File: config.mk
export PLATFORM = sky130hd
export DESIGN_NAME = pe_loop_sequencer
export DESIGN_NICKNAME = d
export VERILOG_FILES = /design/src/rtl/pe_loop_sequencer.sv
export SDC_FILE = /design/constraint.sdc
export NUM_CORES = 1
export LEC_CHECK = 0
export ABC_AREA = 1
export ABC_CLOCK_PERIOD_IN_PS = 3950
export BUFFER_PORTS_ARGS = -buffer_cell sky130_fd_sc_hd__buf_2
export CORE_MARGIN = 2
export CORE_UTILIZATION = 45
export DETAILED_ROUTE_END_ITERATION = 12
export PLACE_DENSITY = 0.69
export SETUP_SLACK_MARGIN = 0.4
export SLEW_MARGIN = 20
export SYNTH_ARGS = -nofsm -noshare
export SYNTH_HDL_FRONTEND = slang
export SYNTH_SLANG_ARGS = --single-unit
File: constraint.sdc
create_clock -name clk -period 3.95 [get_ports clk]
set_input_delay 0.79 -clock clk [delete_from_list [all_inputs] [get_ports clk]]
set_output_delay 0.79 -clock clk [all_outputs]
set_load 0.005 [all_outputs]
File: src/rtl/pe_loop_sequencer.sv
// Loop-nest controller for the PE activation/weight RAM: steps load -> per-channel
// compute -> PPU write-back over K groups and layers, publishing offsets and remain flags.
module pe_loop_sequencer #(
  parameter  int I     = 4,
  parameter  int F     = 4,
  parameter  int MAX_A = 256,
  parameter  int MAX_W = 64,
  parameter  int MAX_C = 16,
  parameter  int MAX_K = 16,
  parameter  int MAX_L = 8,
  localparam int AW    = $clog2(MAX_A) + 1,
  localparam int WW    = $clog2(MAX_W) + 1,
  localparam int CW    = $clog2(MAX_C),
  localparam int KW    = $clog2(MAX_K),
  localparam int LW    = $clog2(MAX_L)
) (
  input  logic          clk,
  input  logic          rst_n,
  input  logic          start,
  input  logic [LW:0]   cfg_num_layers,
  input  logic [CW:0]   cfg_num_c,
  input  logic [KW:0]   cfg_num_k,
  input  logic [AW-1:0] cfg_num_a,
  input  logic [WW-1:0] cfg_num_w,
  input  logic          load_done,
  input  logic          ppu_done,
  input  logic          busy,
  output logic [2:0]    state,
  output logic [LW-1:0] cur_layer,
  output logic [CW-1:0] cur_c,
  output logic [KW-1:0] cur_k,
  output logic [AW-1:0] cur_a,
  output logic [WW-1:0] cur_w,
  output logic [AW-1:0] remain_a,
  output logic [WW-1:0] remain_w,
  output logic          flag_remain_a,
  output logic          flag_remain_w,
  output logic          done
);

  typedef enum logic [2:0] {
    S_IDLE    = 3'd0,
    S_LOAD    = 3'd1,
    S_COMPUTE = 3'd2,
    S_PPU     = 3'd3,
    S_SETUP   = 3'd4,
    S_DONE    = 3'd5
  } state_e;

  localparam logic [AW:0]   I_AX  = I[AW:0];
  localparam logic [WW:0]   F_WX  = F[WW:0];
  localparam logic [AW-1:0] I_A   = I[AW-1:0];
  localparam logic [WW-1:0] F_W   = F[WW-1:0];
  localparam logic [CW:0]   C_ONE = 1;
  localparam logic [KW:0]   K_ONE = 1;
  localparam logic [LW:0]   L_ONE = 1;

  state_e        state_q, state_d;
  logic [LW-1:0] layer_q, layer_d;
  logic [CW-1:0] c_q, c_d;
  logic [KW-1:0] k_q, k_d;
  logic [AW-1:0] a_q, a_d, num_a_lat_q, num_a_lat_d;
  logic [WW-1:0] w_q, w_d, num_w_lat_q, num_w_lat_d;

  // Sums carry one extra bit so the step compare cannot wrap near the maxima.
  logic [AW:0] a_step;
  logic [WW:0] w_step;
  logic [CW:0] c_inc;
  logic [KW:0] k_inc;
  logic [LW:0] l_inc;
  logic        chan_end;

  assign a_step = {1'b0, a_q} + I_AX;
  assign w_step = {1'b0, w_q} + F_WX;
  assign c_inc  = {1'b0, c_q} + C_ONE;
  assign k_inc  = {1'b0, k_q} + K_ONE;
  assign l_inc  = {1'b0, layer_q} + L_ONE;

  always_ff @(posedge clk or negedge rst_n) begin
    if (!rst_n) begin
      state_q     <= S_IDLE;
      layer_q     <= '0;
      c_q         <= '0;
      k_q         <= '0;
      a_q         <= '0;
      w_q         <= '0;
      num_a_lat_q <= '0;
      num_w_lat_q <= '0;
    end else if (!busy) begin
      state_q     <= state_d;
      layer_q     <= layer_d;
      c_q         <= c_d;
      k_q         <= k_d;
      a_q         <= a_d;
      w_q         <= w_d;
      num_a_lat_q <= num_a_lat_d;
      num_w_lat_q <= num_w_lat_d;
    end
  end

  always_comb begin
    state_d     = state_q;
    layer_d     = layer_q;
    c_d         = c_q;
    k_d         = k_q;
    a_d         = a_q;
    w_d         = w_q;
    num_a_lat_d = num_a_lat_q;
    num_w_lat_d = num_w_lat_q;
    chan_end    = 1'b0;
    case (state_q)
      S_IDLE: if (start) begin
        state_d     = S_LOAD;
        layer_d     = '0;
        c_d         = '0;
        k_d         = '0;
        a_d         = '0;
        w_d         = '0;
        num_a_lat_d = '0;
        num_w_lat_d = '0;
      end
      S_LOAD: if (load_done) begin
        state_d = S_SETUP;
        c_d     = '0;
        k_d     = '0;
      end
      S_SETUP: begin
        num_a_lat_d = cfg_num_a;
        num_w_lat_d = cfg_num_w;
        a_d         = '0;
        w_d         = '0;
        // An empty channel contributes nothing, so fall straight to the next one.
        if (cfg_num_a == '0 || cfg_num_w == '0) chan_end = 1'b1;
        else                                    state_d  = S_COMPUTE;
      end
      S_COMPUTE: begin
        if (a_step < {1'b0, num_a_lat_q}) begin
          a_d = a_step[AW-1:0];
        end else if (w_step < {1'b0, num_w_lat_q}) begin
          a_d = '0;
          w_d = w_step[WW-1:0];
        end else begin
          chan_end = 1'b1;
        end
      end
      S_PPU: if (ppu_done) begin
        if (k_inc < cfg_num_k) begin
          k_d     = k_inc[KW-1:0];
          c_d     = '0;
          state_d = S_SETUP;
        end else if (l_inc < cfg_num_layers) begin
          layer_d = l_inc[LW-1:0];
          k_d     = '0;
          state_d = S_LOAD;
        end else begin
          state_d = S_DONE;
        end
      end
      S_DONE:  state_d = S_IDLE;
      default: state_d = S_IDLE;
    endcase
    if (chan_end) begin
      if (c_inc < cfg_num_c) begin
        c_d     = c_inc[CW-1:0];
        state_d = S_SETUP;
      end else begin
        state_d = S_PPU;
      end
    end
  end

  assign state         = state_q;
  assign cur_layer     = layer_q;
  assign cur_c         = c_q;
  assign cur_k         = k_q;
  assign cur_a         = a_q;
  assign cur_w         = w_q;
  assign remain_a      = num_a_lat_q - a_q;
  assign remain_w      = num_w_lat_q - w_q;
  assign flag_remain_a = (remain_a >= I_A);
  assign flag_remain_w = (remain_w >= F_W);
  assign done          = (state_q == S_DONE);

endmodule

Word-level counts from Yosys, hierarchy flattened --
Cells that the tools add are included.
Operators by class: shift-type cells 0, order comparisons 7, equality and inequality tests 19, $add $sub $neg 7, $mul 0, bitwise gates (word level) 1, div/mod/pow operators 0, mux-type cells 41, reduce and logical (&&, ||, !) cells 14
Operators by type and width (count):
- 4-bit two-way mux | 11
- 3-bit two-way mux | 12
- 9-bit two-way mux | 3
- 9-bit one-hot mux with 3 select lines | 1
- 4-bit one-hot mux with 3 select lines | 2
- 7-bit two-way mux | 3
- 7-bit one-hot mux with 3 select lines | 1
- 3-bit inequality test, second input constant | 6
- 9-bit one-hot mux with 2 select lines | 1
- 6-bit AND reduction | 3
- 2-bit inequality test, second input constant | 8
- 3-bit one-hot mux with 5 select lines | 1
- 7-bit one-hot mux with 2 select lines | 1
- 4-bit by 1-bit adder with 5-bit output, second input constant | 2
- 9-bit by 3-bit adder with 10-bit output, second input constant | 1
- 10-bit by 9-bit < comparator with 1-bit output | 1
- 5-bit < comparator | 2
- 9-bit by 3-bit greater-or-equal comparator with 1-bit output, second input constant | 1
- 9-bit zero test | 1
- 9-bit subtractor | 1
- 7-bit by 3-bit adder with 8-bit output, second input constant | 1
- 8-bit by 7-bit < comparator with 1-bit output | 1
- 7-bit by 3-bit greater-or-equal comparator with 1-bit output, second input constant | 1
- 7-bit zero test | 1
- 17 further kinds | 23
Word-level totals: bits in read-only memories 0, bits of input ports 36, output and inout port bits 49, flip-flop bits (word level) 46, RAM bits 0, memories kept 0, latch bits 0, logic and storage cells 97

Longest topological paths before layout --
depth after elaboration 7, mapped depth 18, mapped depth without buffers 18

Worst setup path after synthesis --
OpenSTA, ideal clock, no wires.
path kind register to output, start register w_q[2], in the netlist cur_w[2], end output port flag_remain_w, data required time 3.160 ns, cell stages (with the launch flop) 11, data arrival time 1.744 ns, buffers on the path 0, path slack 1.416 ns, path through dfrtp_1 inv_1 ha_1 inv_1 or2_2 a21oi_1 nor2_1 nor2_1 xor2_1 nor2_1 nand3_1
On the way: longest elaborated chain between the ends 2
Ends and longest elaborated chain:
- from (decl) | line 63 | logic [WW-1:0] w_q, w_d, num_w_lat_q, num_w_lat_d;
- from (signal assigned) | line 95 | w_q <= w_d;
- 7-bit subtractor | line 179 | assign remain_w = num_w_lat_q - w_q;
- net remain_w[5] | line 35 | output logic [WW-1:0] remain_w,
- 7-bit by 3-bit greater-or-equal comparator with 1-bit output | line 181 | assign flag_remain_w = (remain_w >= F_W);
- to (decl) | line 37 | output logic flag_remain_w,
The timed path passes the listed nets, and every way through them passes these cells.

Worst setup path in the final report --
start register w_q[2], in the netlist cur_w[2], end output port flag_remain_w
On the way: longest elaborated chain between the ends 2
Ends and longest elaborated chain (line):
- 7-bit subtractor | 179
- 7-bit by 3-bit greater-or-equal comparator with 1-bit output | 181
No other way between the ends.

==> metrics.md <==
| Metric | Value |
|---|---|
| Area Growth Syn to Fin | `18.0%` |
| # rows | `31` |
| Most frequent CP cell | `nor2_1` |
| Final min period | `3.10 ns` |
| Synth Area in Compound Gates | `0.110` |
| Clock transition at the registers of the reported paths | `0.09 ns` |
| Sum Neg Setup Slack | `0 ns` |
| Vias/cell | `4.91` |
| Simple-Gate Fraction of Synth Area | `0.258` |
| DR vias | `3,227` |
| Largest family of logic cells by synthesized area | `simple AND/OR/NAND/NOR gates` |
| Routability cong. | `0.861` |
| Worst skew pair latency | `0.30 ns` |
| Worst Setup EP | `flag_remain_w` |
| Outcome | `finished, final reports clean` |
| Worst VDD drop | `0.216 mV` |
| Total power | `2390 uW` |
| Final WS setup | `0.845 ns` |
| Cells on worst reg2reg path | `14` |
| Die Height | `91.7 um` |
| Max_slew headroom | `0.538` |
| RSZ-0062 raised after global routing | `false` |
| Lkg Pwr | `0.00228 uW` |
| Antenna fix cells | `0` |
| Critical path class | `reg -> out` |
| Hold slack | `0.391 ns` |
| Critical Path Max Stage Delay | `0.43 ns` |
| Vias in the first global route | `3,114` |
| Clock buffers created by TritonCTS | `5` |
| Gate Count Post-Synth | `472` |
| Post-Syn Area per Cell | `7.32 um2` |
| Syn. warnings | `0` |
| Post-synthesis adder-cell area fraction | `0.152` |
| Worst hold path class | `in -> async` |
| First-pass GRT wire length | `13.7 mm` |
| HPWL after detailed placement | `6.42 mm` |
| Input/output buffers | `80` |
| Largest net degree at the start of global routing | `43` |
| Post-DRT Antenna Nets | `0` |
| Post-CTS Setup Inserts | `0` |
| Worst-Margin Slew | `0.692 ns` |
| Commonest cells after routing, fill and taps aside | `nand2_1, buf_2, inv_1` |
| # clock sinks | `42` |
| Core area | `7330 um2` |
| Slowest CP cell | `dfrtp_1` |
| Reg2Reg Launch Point | `cur_a[2]` |
| Flop2flop setup slack | `1.47 ns` |
| Reg-to-Reg End | `cur_a[3]` |
| Hold_buf cts | `0` |
| Main synth FF type | `dfrtp_1` |
| Residual DRC | `0` |
| Total wire length | `8.00 mm` |
| TritonRoute pass-1 iters | `4` |
| Final Cycle Share | `0.786` |
| Post-synthesis mux area share | `0` |
| Category of the worst setup path launch point | `flip-flop` |
| Unique masters post-synth | `32` |
| Post-Synth XOR/XNOR Area | `0.0633` |
| Global route overflow | `0` |
| WP data required | `3.16 ns` |
| CTS root buf | `clkbuf_8` |
| Cells along the critical path | `inv_1, ha_1, inv_1, or2_2, a21oi_1, nor2_1, nor2_1, xor2_1, nor2_1, nand3_1, buf_2` |
| GRT Util Overall | `0.198` |
| Post-synth EDFFs | `0` |
| Critical path arrival | `2.31 ns` |
| Post-route cell area | `4080 um2` |
| Critical Path Start | `cur_w[2]` |
| Max Cap Viol | `0` |
| TritonCTS clock tree | `done` |
| Synth Cell Area | `3460 um2` |
| Io pins | `85` |
| Setup Skew | `0.00891 ns` |
| Nets | `635` |
| Drt initial violations | `143` |
| Commonest non-fill, non-tap cell in the layout | `nand2_1` |
| Cts repair resizes | `0` |
| Sequential share of the synthesized area | `0.304` |
| Power Density | `587 nW/um2` |
| DR WL/cell | `12.2 um` |
| Synth Register Bits | `42` |
| Initial antenna violation count | `0` |
| Fmax | `322 MHz` |
| Share of layout cells above drive strength 1 | `0.204` |
| Initial Util | `0.472` |
| Pre-CTS setup slack | `1.21 ns` |
| Die area | `8400 um2` |
| Asr flop ratio synth | `1.00` |
| Crit Path Max Fanout | `5` |
| Clock buffer depth | `2` |
| Worst Setup End Kind | `output port` |
| Final Max Slew Viols | `0` |
| # setup viols final | `0` |
| Final Hold Fails | `0` |
| Chip Width | `91.7 um` |
| H-tree levels | `2` |
| Placed cell area | `3950 um2` |
## worst min-delay path by stage
stage | to | slack, ns | depth (start not counted)
global route | num_w_lat_q[0] | 0.41 | 1
global placement | cur_k[3] | 0.50 | 2
CTS | cur_k[3] | 0.52 | 2
finish | num_a_lat_q[4] | 0.39 | 1
floorplan | cur_a[2] | 0.49 | 0
detailed placement | cur_k[3] | 0.49 | 2
## synthesized netlist by cell type (2+ instances only)
cell type,number,share of area
dfrtp_1,42,0.30
o21ai_0,24,0.035
nor2_2,3,0.0054
clkbuf_1,4,0.0043
o21ai_1,15,0.022
xnor2_1,3,0.0076
buf_4,6,0.013
nor2_1,33,0.036
xor2_1,22,0.056
nand4_1,11,0.020
a21oi_1,17,0.025
nand2_1,89,0.097
nand3_1,44,0.064
a21o_1,2,0.0043
inv_1,78,0.085
nor3_2,2,0.0058
o22ai_1,5,0.0090
inv_2,8,0.0087
conb_1,2,0.0022
ha_1,42,0.15
nand2_2,4,0.0072
nor3_1,5,0.0072
o21ai_2,2,0.0051
## kinds of logic after synthesis
group,Yosys count
AO/OA/AOI/OAI,69
XOR/XNOR,25
buffers and inverters,96
AND/OR/NAND/NOR,196
flip-flops,42
other,2
adder cells (fa/ha/maj),42
## worst max-delay path: cells and delay by family, from the launching register on
family                     cells  cell delay (ns)
and+or+nand+nor                5             0.63
DFF                            1             0.43
adders and majority gates      1             0.35
buffers and inverters          3             0.29
xor gates and xnor gates       1             0.20
AOI/OAI and AO/OA              1             0.13
## layer usage
layer / vias up / wire length [um] / track usage
li1: 1679 / - / -
met1: 1462 / 3670 / 0.252
met2: 71 / 3810 / 0.341
met3: 15 / 361 / 0.0378
met4: 0 / 150 / 0.0568
met5: - / 0 / 0
## area by class of cell
cell class                      count  area (um2)
Fill cell                         747        3250
Multi-Input combinational cell    340        2050
Sequential cell                    42        1050
Timing Repair Buffer               82         428
Inverter                           86         323
Tap cell                           99         124
Clock buffer                        7        76.3
Clock inverter                      1        30.0
## power by group
| group | switching [uW] | internal [uW] | total, uW |
|---|---|---|---|
| registers | 87.5 | 513 | 601 |
| clock network | 156 | 189 | 345 |
| logic | 856 | 591 | 1450 |
| total | 1100 | 1290 | 2390 |
## flip-flops by register name, indices dropped and copies added (netlist names)
| signal | flops |
|---|---|
| num_w_lat_q | 7 |
| num_a_lat_q | 9 |
| cur_k | 4 |
| cur_w | 5 |
| cur_c | 4 |
| cur_layer | 3 |
| cur_a | 7 |
| state | 3 |
## per-stage QoR
step,cells,utilization
global route,657,0.556
finish,657,0.556
CTS,656,0.554
global placement,648,0.539
detailed placement,648,0.539
floorplan,478,-
No activity file was read; power rests on OpenSTA's default activity.
